## src/rtl/task_stream_receiver.sv

```systemverilog
// rtl/task_stream_receiver.sv - receiving end of the task injector flit link
//
// Decodes application descriptors arriving as credit-flow-controlled flits:
//   D, N, N x (mapping, ttt), D graph words,
//   N x (text, data, bss, entry, (text+data)/4 binary words).
//
// Ports
//   clk_i, rst_ni            clock, asynchronous active-low reset
//   rx_i, credit_o, data_i   flit link; a transfer is rx_i && credit_o
//   eoa_i                    transmitter has no more applications
//   map_valid_o/task/addr/ttt  one pulse per mapping pair (with the TTT flit)
//   graph_valid_o/word       one pulse per graph word
//   hdr_valid_o/task, text_size_o, data_size_o, bss_size_o, entry_o
//                            pulse after a task header plus latched fields
//   wr_en_o/addr/data, wr_ready_i  binary word write port, zero latency
//   app_done_o               pulse after the last task binary of an application
//   eoa_o, err_o             sticky end-of-applications / protocol error
module task_stream_receiver #(
  parameter int FLIT_SIZE = 32,
  parameter int MAX_TASKS = 32,
  parameter int ADDR_W    = 16
) (
  input  logic                 clk_i,
  input  logic                 rst_ni,
  input  logic                 rx_i,
  output logic                 credit_o,
  input  logic [FLIT_SIZE-1:0] data_i,
  input  logic                 eoa_i,
  output logic                 map_valid_o,
  output logic [7:0]           map_task_o,
  output logic [FLIT_SIZE-1:0] map_addr_o,
  output logic [FLIT_SIZE-1:0] map_ttt_o,
  output logic                 graph_valid_o,
  output logic [FLIT_SIZE-1:0] graph_word_o,
  output logic                 hdr_valid_o,
  output logic [7:0]           hdr_task_o,
  output logic [FLIT_SIZE-1:0] text_size_o,
  output logic [FLIT_SIZE-1:0] data_size_o,
  output logic [FLIT_SIZE-1:0] bss_size_o,
  output logic [FLIT_SIZE-1:0] entry_o,
  output logic                 wr_en_o,
  output logic [ADDR_W-1:0]    wr_addr_o,
  output logic [FLIT_SIZE-1:0] wr_data_o,
  input  logic                 wr_ready_i,
  output logic                 app_done_o,
  output logic                 eoa_o,
  output logic                 err_o
);

  // Binary length in words is (text+data)>>2, so two bits narrower than a flit.
  // wr_addr_o is the low ADDR_W bits of this counter (ADDR_W <= FLIT_SIZE-2).
  localparam int WW = FLIT_SIZE - 2;

  typedef enum logic [3:0] {
    S_DSIZE, S_CNT, S_MAP, S_TTT, S_GRAPH, S_TEXT, S_DATA,
    S_BSS, S_ENTRY, S_BIN, S_TEND, S_EOA, S_ERR
  } state_e;

  state_e               state_q, state_d;
  logic [FLIT_SIZE-1:0] gcnt_q, gcnt_d;
  logic [7:0]           ntask_q, ntask_d;
  logic [7:0]           tidx_q, tidx_d;
  logic [FLIT_SIZE-1:0] map_q, map_d;
  logic [FLIT_SIZE-1:0] text_q, text_d;
  logic [FLIT_SIZE-1:0] data_q, data_d;
  logic [FLIT_SIZE-1:0] bss_q, bss_d;
  logic [FLIT_SIZE-1:0] entry_q, entry_d;
  logic [WW-1:0]        wlen_q, wlen_d;
  logic [WW-1:0]        wcnt_q, wcnt_d;
  logic                 hdr_valid_q, hdr_valid_d;

  logic                 xfer;
  logic                 last_task;
  logic [FLIT_SIZE:0]   bin_bytes;

  assign xfer      = rx_i && credit_o;
  assign last_task = (tidx_q == ntask_q - 8'd1);
  // Extra top bit catches a text+data sum that overflows the flit width.
  assign bin_bytes = {1'b0, text_q} + {1'b0, data_q};

  // State register
  always_ff @(posedge clk_i or negedge rst_ni) begin
    if (!rst_ni) begin
      state_q     <= S_DSIZE;
      gcnt_q      <= '0;
      ntask_q     <= '0;
      tidx_q      <= '0;
      map_q       <= '0;
      text_q      <= '0;
      data_q      <= '0;
      bss_q       <= '0;
      entry_q     <= '0;
      wlen_q      <= '0;
      wcnt_q      <= '0;
      hdr_valid_q <= 1'b0;
    end else begin
      state_q     <= state_d;
      gcnt_q      <= gcnt_d;
      ntask_q     <= ntask_d;
      tidx_q      <= tidx_d;
      map_q       <= map_d;
      text_q      <= text_d;
      data_q      <= data_d;
      bss_q       <= bss_d;
      entry_q     <= entry_d;
      wlen_q      <= wlen_d;
      wcnt_q      <= wcnt_d;
      hdr_valid_q <= hdr_valid_d;
    end
  end

  // Next-state and datapath
  always_comb begin
    state_d     = state_q;
    gcnt_d      = gcnt_q;
    ntask_d     = ntask_q;
    tidx_d      = tidx_q;
    map_d       = map_q;
    text_d      = text_q;
    data_d      = data_q;
    bss_d       = bss_q;
    entry_d     = entry_q;
    wlen_d      = wlen_q;
    wcnt_d      = wcnt_q;
    hdr_valid_d = 1'b0;

    unique case (state_q)
      S_DSIZE: begin
        // A flit offered together with eoa_i still starts a new application.
        if (xfer) begin
          gcnt_d  = data_i;
          state_d = S_CNT;
        end else if (eoa_i) begin
          state_d = S_EOA;
        end
      end
      S_CNT: begin
        if (xfer) begin
          tidx_d = '0;
          if (data_i == '0 || data_i > FLIT_SIZE'(MAX_TASKS)) begin
            state_d = S_ERR;
          end else begin
            ntask_d = data_i[7:0];
            state_d = S_MAP;
          end
        end
      end
      S_MAP: begin
        if (xfer) begin
          map_d   = data_i;
          state_d = S_TTT;
        end
      end
      S_TTT: begin
        if (xfer) begin
          if (!last_task) begin
            tidx_d  = tidx_q + 8'd1;
            state_d = S_MAP;
          end else if (gcnt_q != '0) begin
            tidx_d  = tidx_q + 8'd1;
            state_d = S_GRAPH;
          end else begin
            // No graph words: go straight to the headers with task 0.
            tidx_d  = '0;
            state_d = S_TEXT;
          end
        end
      end
      S_GRAPH: begin
        if (xfer) begin
          gcnt_d = gcnt_q - 1'b1;
          if (gcnt_q == FLIT_SIZE'(1)) begin
            tidx_d  = '0;
            state_d = S_TEXT;
          end
        end
      end
      S_TEXT: begin
        if (xfer) begin
          text_d  = data_i;
          state_d = S_DATA;
        end
      end
      S_DATA: begin
        if (xfer) begin
          data_d  = data_i;
          state_d = S_BSS;
        end
      end
      S_BSS: begin
        if (xfer) begin
          bss_d   = data_i;
          state_d = S_ENTRY;
        end
      end
      S_ENTRY: begin
        if (xfer) begin
          entry_d     = data_i;
          hdr_valid_d = 1'b1;
          if (bin_bytes[FLIT_SIZE] || bin_bytes[1:0] != 2'b00) begin
            state_d = S_ERR;
          end else if (bin_bytes[FLIT_SIZE-1:2] == '0) begin
            state_d = S_TEND;
          end else begin
            wlen_d  = bin_bytes[FLIT_SIZE-1:2];
            wcnt_d  = '0;
            state_d = S_BIN;
          end
        end
      end
      S_BIN: begin
        if (xfer) begin
          wcnt_d = wcnt_q + 1'b1;
          if (wcnt_q == wlen_q - 1'b1) state_d = S_TEND;
        end
      end
      S_TEND: begin
        if (last_task) begin
          state_d = S_DSIZE;
        end else begin
          tidx_d  = tidx_q + 8'd1;
          state_d = S_TEXT;
        end
      end
      S_EOA:   state_d = S_EOA;
      S_ERR:   state_d = S_ERR;
      default: state_d = S_ERR;
    endcase
  end

  // Outputs
  always_comb begin
    credit_o      = 1'b0;
    map_valid_o   = 1'b0;
    map_ttt_o     = '0;
    graph_valid_o = 1'b0;
    graph_word_o  = '0;
    wr_en_o       = 1'b0;
    wr_data_o     = '0;
    app_done_o    = 1'b0;

    unique case (state_q)
      S_DSIZE, S_CNT, S_MAP, S_GRAPH, S_TEXT, S_DATA, S_BSS, S_ENTRY: credit_o = 1'b1;
      S_TTT: begin
        credit_o    = 1'b1;
        map_valid_o = rx_i;
        map_ttt_o   = rx_i ? data_i : '0;
      end
      S_BIN:  credit_o = wr_ready_i;
      S_TEND: app_done_o = last_task;
      default: credit_o = 1'b0;
    endcase

    if (state_q == S_GRAPH && rx_i) begin
      graph_valid_o = 1'b1;
      graph_word_o  = data_i;
    end
    if (state_q == S_BIN && rx_i && wr_ready_i) begin
      wr_en_o   = 1'b1;
      wr_data_o = data_i;
    end
  end

  assign map_task_o  = tidx_q;
  assign map_addr_o  = map_q;
  assign hdr_valid_o = hdr_valid_q;
  assign hdr_task_o  = tidx_q;
  assign text_size_o = text_q;
  assign data_size_o = data_q;
  assign bss_size_o  = bss_q;
  assign entry_o     = entry_q;
  assign wr_addr_o   = wcnt_q[ADDR_W-1:0];
  assign eoa_o       = (state_q == S_EOA);
  assign err_o       = (state_q == S_ERR);

endmodule

```

## config.mk

```make
export PLATFORM = sky130hd
export DESIGN_NAME = task_stream_receiver
export DESIGN_NICKNAME = d
export VERILOG_FILES = /design/src/rtl/task_stream_receiver.sv
export SDC_FILE = /design/constraint.sdc
export NUM_CORES = 1
export LEC_CHECK = 0
export BUFFER_PORTS_ARGS = -buffer_cell sky130_fd_sc_hd__buf_2
export CELL_PAD_IN_SITES_DETAIL_PLACEMENT = 1
export CELL_PAD_IN_SITES_GLOBAL_PLACEMENT = 2
export CORE_MARGIN = 4
export CORE_UTILIZATION = 38
export CTS_BUF_LIST = sky130_fd_sc_hd__clkbuf_8
export DETAILED_ROUTE_END_ITERATION = 6
export PLACE_DENSITY_LB_ADDON = 0.1
export SYNTH_ARGS = -nofsm -noshare
export SYNTH_HDL_FRONTEND = slang
export SYNTH_SLANG_ARGS = --single-unit
```

## constraint.sdc

```tcl
create_clock -name clk_i -period 9.2 [get_ports clk_i]
set_clock_uncertainty 0.05 [all_clocks]
set_input_delay 0.46 -clock clk_i [delete_from_list [all_inputs] [get_ports clk_i]]
set_output_delay 0.46 -clock clk_i [all_outputs]
set_load 0.02 [all_outputs]
```

==> results of run 1 <==
flip-flops by register name, indices dropped and copies added, names as in the netlist:
signal	cells
text_size_o	32
state_q	4
bss_size_o	32
data_size_o	32
entry_o	32
hdr_valid_o	1
wcnt_q	30
map_addr_o	32
hdr_task_o	8
gcnt_q	32
wlen_q	30
ntask_q	8
cell type report:
type | instances | area share [%]
multi-input combinational | 1246 | 46.0
sequential | 273 | 35.4
timing repair buffer | 342 | 9.12
clock buffer | 62 | 4.42
tap | 577 | 3.74
clock inverter | 25 | 0.745
inverter | 32 | 0.622
antenna | 1 | 0.0130
metal layers:
layer	track usage [%]	routed length, um
met1	34.4	27500
met2	41.5	28600
met3	5.31	3340
met4	7.30	1590
met5	0	0
cell usage after synthesis (all sizes together) (16+ instances only):
| library cell | count |
|---|---|
| o21ai | 101 |
| mux2 | 194 |
| inv | 31 |
| nand2b | 16 |
| xnor2 | 45 |
| nor2b | 17 |
| dfrtp | 273 |
| nor2 | 106 |
| ha | 39 |
| a21oi | 104 |
| nand4 | 24 |
| and2 | 41 |
| nand2 | 103 |
| nand3 | 42 |
| clkbuf | 88 |
| nor4 | 26 |
| buf | 58 |
| or3 | 18 |
| and3 | 85 |
| nor3 | 58 |
| xor2 | 31 |
kinds of logic after synthesis:
| group | share of synthesized area, % |
|---|---|
| fa+ha+maj | 3.09 |
| mux | 13.8 |
| simple gates | 19.2 |
| xor+xnor | 4.04 |
| compound gates | 13.5 |
| buf+inv | 4.90 |
| flops | 41.5 |
power breakdown:
part	switching, uW	total, uW	internal [uW]	leakage [uW]
Combinational	1100	1780	675	0.00557
Clock	555	1190	634	0.000568
Sequential	242	1700	1460	0.00366
per-stage QoR:
stage | power [uW] | worst slack [ns] | hold WS (ns) | instance area (sq um) | std cells
2_1_floorplan | 2910 | 5.45 | 0.114 | 16500 | 1697
5_1_grt | 4980 | 4.15 | 0.227 | 19300 | 2557
3_3_place_gp | 3450 | 4.61 | 0.405 | 18300 | 2469
3_5_place_dp | 3510 | 4.55 | 0.426 | 18300 | 2469
6_report | 4670 | 4.46 | 0.232 | 19300 | 2558
4_1_cts | 4730 | 4.52 | 0.188 | 19300 | 2557
worst min-delay path, stage by stage:
cell and delay (ns):
buf_2 0.20, nand3_1 0.10, o211ai_1 0.09
path summary, 6_finish.rpt:
path / from / to / slack [ns] / cells after the start
setup / recovery: data_size_o[17] / wlen_q[8] / 4.46 / 12
hold / removal: data_i[0] / gcnt_q[0] / 0.23 / 3
setup reg to reg: data_size_o[17] / wlen_q[8] / 4.46 / 12
hold reg to reg: gcnt_q[27] / gcnt_q[27] / 0.43 / 2
max in group asynchronous: rst_ni / entry_o[18] / 7.20 / 3
min in group asynchronous: rst_ni / hdr_task_o[2] / 0.44 / 2
repair_timing:
action,4_1_cts,5_1_grt
hold buffers,1,0
endpoints found under the hold margin,109,0
endpoints found under the setup margin,0,0
==> run summary, run 1 <==
Max cap viols - 0
Post-DR wirelength/cell - 23.8 um
CORE AREA - 0.0424 sq mm
Post-synth EDFFs - 0
Area Overhead vs Synth - 17.3%
Fill cells - 4932
Min-Delay Path Class - input port to register
Worst EP required - 9.64 ns
First drt pass iteration count - 5
CTS tree - yes
Vias in the first global route - 15100
Max Slew Vio Count - 0
CP Capture Type - register
Clock Tree Root - clkbuf_8
CP bufs+invs - 1
Share of layout cells above drive strength 1 - 33.0%
CP max-delay cell - a2111oi_1
Mapped cell area - 0.0165 sq mm
Die area - 0.0467 sq mm
GRT overflow - 0
Outcome - finished clean
CP Launch Type - register
Storage element area - 0.00683 sq mm
# clock sinks - 273
1st-iter DRT viols - 822
Register area share after synthesis - 41.5%
Via density - 5.68
Worst VDD drop - 110 uV
Leak - 0.00980 uW
Family with the most delay on the worst path - compound AO/OA/AOI/OAI gates
Port Buffers - 332
Unrepaired setup endpoints after global routing - false
Most used DFF post-synth - dfrtp_1
Library cells used by synthesis - 91
PostCTS Resize Cnt - 0
Async SR Flop Fraction - 100%
Later-pin clock latency in the skew report - 0.64 ns
GR Util All Layers - 25.4%
Slew Limit Headroom - 13.5%
# rows - 75
Final Util - 45.5%
Die X - 216 um
Drt total wl - 61000 um
Largest net degree at the start of global routing - 165
Post-CTS setup repair buffer count - 0
Final GP Congestion - 0.896
Global-route wire length before repair - 93700 um
Commonest non-fill, non-tap cell in the layout - buf_2
Vias - 14500
Final setup TNS - 0 ns
Register bit total from synthesis - 273
Maximum root-to-sink buffer count - 3
Final Hold Vio Count - 0
Antenna-violating nets left - 0
Peak Freq - 211 MHz
Die span in y - 216 um
WS Path Type - register to register
Yosys top cell area share - 41.5%
YS warnings - 0
Worst-path fanout max - 52
Most frequent cells in the layout - 331 x buf_2, 273 x dfrtp_1, 194 x mux2_2
Min Tclk post-route - 4.74 ns
Final setup fails - 0
Final #Nets - 2022
Multi-input logic area - 0.00888 sq mm
Total CTS buffers - 50
Worst slew pin tran - 1.29 ns
Initial antenna violation count - 0
Syn nets - 1774
Boundary Pins - 333
Top post-synthesis cells by area - dfrtp_1 42%, mux2_2 13%, and3_1 3.2%
H-tree Lvls - 2
Pwr dens - 242 mW/mm^2
Initial Utilization - 38.8%
Crit-path max cell delay - 0.67 ns
Remaining DRCs - 0
CP arrival - 5.18 ns
Largest area contributor in the netlist - dfrtp_1
Dpl hpwl - 44100 um
Clock Pin Slew Worst Setup and Hold Paths - 0.06 ns
CP Cell Sequence - ha_1 > nand4_2 > nor4_2 > o2111ai_1 > nand2_1 > nor4_1 > a2111oi_1 > nor3_1 > nor2b_1 > a41oi_4 > buf_4 > mux2_2
Final worst-path cycle share - 51.5%
Syn Area/Cell - 9.70 sq um
Syn Inst Count - 1697
(Power assumes the default switching activity.)
==> run 2: changes to the inputs <==
--- a/config.mk
+++ b/config.mk
@@ -5,11 +5,12 @@
 export SDC_FILE = /design/constraint.sdc
 export NUM_CORES = 1
 export LEC_CHECK = 0
+export ABC_AREA = 1
 export BUFFER_PORTS_ARGS = -buffer_cell sky130_fd_sc_hd__buf_2
 export CELL_PAD_IN_SITES_DETAIL_PLACEMENT = 1
 export CELL_PAD_IN_SITES_GLOBAL_PLACEMENT = 2
 export CORE_MARGIN = 4
-export CORE_UTILIZATION = 38
+export CORE_UTILIZATION = 29
 export CTS_BUF_LIST = sky130_fd_sc_hd__clkbuf_8
 export DETAILED_ROUTE_END_ITERATION = 6
 export PLACE_DENSITY_LB_ADDON = 0.1
==> constraint.sdc (replaced) <==
create_clock -name clk_i -period 4.2 [get_ports clk_i]
set_clock_uncertainty 0.05 [all_clocks]
set_input_delay 0.21 -clock clk_i [delete_from_list [all_inputs] [get_ports clk_i]]
set_output_delay 0.21 -clock clk_i [all_outputs]
set_load 0.02 [all_outputs]
==> run summary, run 2 <==
Outcome - finished clean
Worst-path fanout max - 30 (-42%)
Post-Synth XOR/XNOR Area - 5.56% (+1.5 points)
CORE AREA - 0.0581 sq mm (+37%)
CP arrival - 4.18 ns (-1.00 ns)
Vias in the first global route - 18600 (+23%)
Initial Utilization - 29.6% (-9.2 points)
Die area - 0.0632 sq mm (+35%)
Mapped cell area - 0.0172 sq mm (+4.4%)
Worst slew pin tran - 1.25 ns (-0.0398 ns)
Share of layout cells above drive strength 1 - 16.7% (-16 points)
Yosys top cell area share - 39.7% (-1.8 points)
Largest area contributor in the netlist - dfrtp_1
Most frequent cells in the layout - 746 x nand2_1, 363 x nor2_1, 331 x buf_2
Critical hold path startpoint - data_i[24]
Dpl hpwl - 57600 um (+31%)
First drt pass iteration count - 4 (-1)
Via density - 4.81 (-15%)
Post-cts hold buffer count - 29 (+28)
Final worst-path cycle share - 86.4% (+35 points)
CP Capture Type - register
Later-pin clock latency in the skew report - 0.66 ns (+0.02 ns)
Critical R2R Launch - text_size_o[0]
Clock Tree Root - clkbuf_8
Worst reg2reg path endpoint - wlen_q[7]
Port Buffers - 332 (unchanged)
Die span in y - 251 um (+16%)
# rows - 88 (+17%)
GR Util All Layers - 23.4% (-2.0 points)
Final setup TNS - 0 ns (unchanged)
Maximum root-to-sink buffer count - 3 (unchanged)
YS warnings - 0 (unchanged)
Area Overhead vs Synth - 22.1%
Largest family of logic cells by synthesized area - simple AND/OR/NAND/NOR gates
Fill cells - 7436 (+51%)
Worst Reg-to-Reg Cells - 17 (+5)
Clock Pin Slew Worst Setup and Hold Paths - 0.06 ns (about the same)
Syn Inst Count - 2500 (+47%)
Syn nets - 2577 (+45%)
# clock sinks - 273 (unchanged)
Antenna-violating nets left - 0 (unchanged)
Post-synth EDFFs - 0 (unchanged)
Max cap viols - 0 (unchanged)
Boundary Pins - 333 (unchanged)
Register area share after synthesis - 39.7% (-1.8 points)
PostCTS Resize Cnt - 0 (unchanged)
Global-route wire length before repair - 115000 um (+23%)
Vias - 17600 (+21%)
Async SR Flop Fraction - 100% (unchanged)
Storage element area - 0.00683 sq mm (unchanged)
Peak Freq - 276 MHz (+31%)
Total CTS buffers - 53 (+6.0%)
Most frequent cell after synthesis - nand2_1
H-tree Lvls - 2 (unchanged)
Top cells by count, synth - 748 x nand2_1, 363 x nor2_1, 273 x dfrtp_1
Dpl cells - 3514 (+42%)
Cells on Worst Hold Path - 3 (unchanged)
1st-iter DRT viols - 836 (+1.7%)
GRT overflow - 0 (unchanged)
Worst VDD drop - 248 uV (+130%)
Final #Nets - 2910 (+44%)
Remaining DRCs - 0 (unchanged)
Worst EP required - 4.75 ns (-4.89 ns)
Die X - 251 um (+16%)
Final GP Congestion - 0.871 (-2.8%)
WS Path Type - register to register
Final Hold Vio Count - 0 (unchanged)
Post-CTS setup repair buffer count - 0 (unchanged)
Most used DFF post-synth - dfrtp_1
Pwr dens - 293 mW/mm^2 (+21%)
Worst hold endpoint - data_size_o[24]
R2r setup slk - 0.57 ns (-3.89 ns)
Unrepaired setup endpoints after global routing - false
CTS tree - yes
Final setup fails - 0 (unchanged)
Mux contribution to synthesized area - 0.0655% (-14 points)
Layout Cells excl Fill - 3647 (+43%)
Post-Synth Simple-Gate Area - 33.3% (+14 points)
Commonest non-fill, non-tap cell in the layout - nand2_1
Library cells used by synthesis - 43 (-53%)
Slew Limit Headroom - 16.5% (+3.1 points)
Min Tclk post-route - 3.63 ns (-1.11 ns)
Top post-synthesis cells by area - dfrtp_1 40%, nand2_1 16%, nor2_1 7.9%
Post-synthesis adder-cell area fraction - 2.96% (-0.13 points)
Worst Slack Setup Final - 0.572 ns (-3.89 ns)
Initial antenna violation count - 1 (+1)
Largest net degree at the start of global routing - 87 (-47%)
Min-Delay Path Class - input port to register
Drt total wl - 74700 um (+22%)
Max Slew Vio Count - 0 (unchanged)
Register bit total from synthesis - 273 (unchanged)
Compound-cell area share of the yosys netlist - 8.79% (-4.7 points)
Post-DR wirelength/cell - 20.5 um (-14%)
Syn Area/Cell - 6.88 sq um (-29%)
Multi-input logic area - 0.00872 sq mm (-1.7%)
Leak - 0.0116 uW (+18%)
CP Launch Type - register
Post-Place Worst Slack - 0.548 ns (-4.00 ns)
[run 2: cell count changes after synthesis, moves of 23 or more]
cell / previous run / this run
nand2_1: 103 / 748
nor2_1: 105 / 363
inv_1: 31 / 263
mux2_2: 194 / 1
o21ai_0: 99 / 192
and3_1: 85 / 0
nand3_1: 42 / 120
xor2_1: 31 / 83
nand4_1: 23 / 67
and2_1: 40 / 3
xnor2_1: 45 / 21
clkbuf_1: 88 / 65
[run 2: per-stage QoR]
step                area (sq um)  hold WS (ns)  util [%]  power [uW]
global route               21000        0.0304      36.1        6420
CTS                        21000        0.0136      36.1        6260
global placement           19500         0.198      33.6        3210
floorplan                  17200        -0.136         -        2930
detailed placement         19500         0.205      33.6        3220
finish                     21000        0.0468      36.1        6140
[run 2: how the worst max path moves through the flow]
stage                              start  slack, ns  depth (start not counted)         end
final                     text_size_o[0]       0.57                         17   wlen_q[7]
after global routing      text_size_o[0]       0.13                         17   wlen_q[2]
after CTS                 text_size_o[0]       0.52                         17   wlen_q[7]
after global placement    text_size_o[0]       0.62                         17   wlen_q[1]
after floorplan           text_size_o[0]       1.53                         17  wcnt_q[21]
after detailed placement  text_size_o[0]       0.55                         17   wlen_q[7]
[run 2: metal layers]
| metal | share of wire, % | GRT usage [%] |
|---|---|---|
| met3 | 5.8 | 4.88 |
| met4 | 2.6 | 6.51 |
| met5 | 0 | 0 |
| met2 | 47 | 39.5 |
| met1 | 45 | 30.5 |
[run 2: cell families (layout without fill, tap and decap cells)]
kind of cell	count (synthesis)	in the layout
buffers and inverters	403	778
adders and majority gates	40	40
other	0	7
xor gates and xnor gates	106	106
AOI/OAI and AO/OA	291	291
and+or+nand+nor	1386	1386
muxes	1	1
DFF	273	273
[run 2: area by class of cell]
type	instances	share of cell area, %
flip-flops and latches	273	32.6
inverters	293	5.24
repair buffers	388	10.4
clock inverters	27	0.942
well taps	765	4.56
multi-input cells	1824	41.6
clock buffers	70	4.59
diodes	7	0.0835
[run 2: power breakdown]
group          total (uW)  switching (uW)  internal [uW]  leakage [uW]
sequential           2700            29.9           2670       0.00357
combinational         488             363            125       0.00733
clock                2950            1330           1630      0.000661
total                6140            1720           4420        0.0116
[run 2: critical path: stages (launching register included)]
cell and delay [ns]:
dfrtp_1 0.40, ha_1 0.28, fa_1 0.46, nand3_1 0.13, nand3_1 0.14, nand3_1 0.12
nand3_1 0.21, nand2_1 0.18, nand2_1 0.07, nand2_1 0.06, nand2_1 0.09, nor2_1 0.16
nand2_1 0.07, nor2_1 0.13, nand3_2 0.25, nand3_2 0.52, nand2_1 0.12, nand2_1 0.10
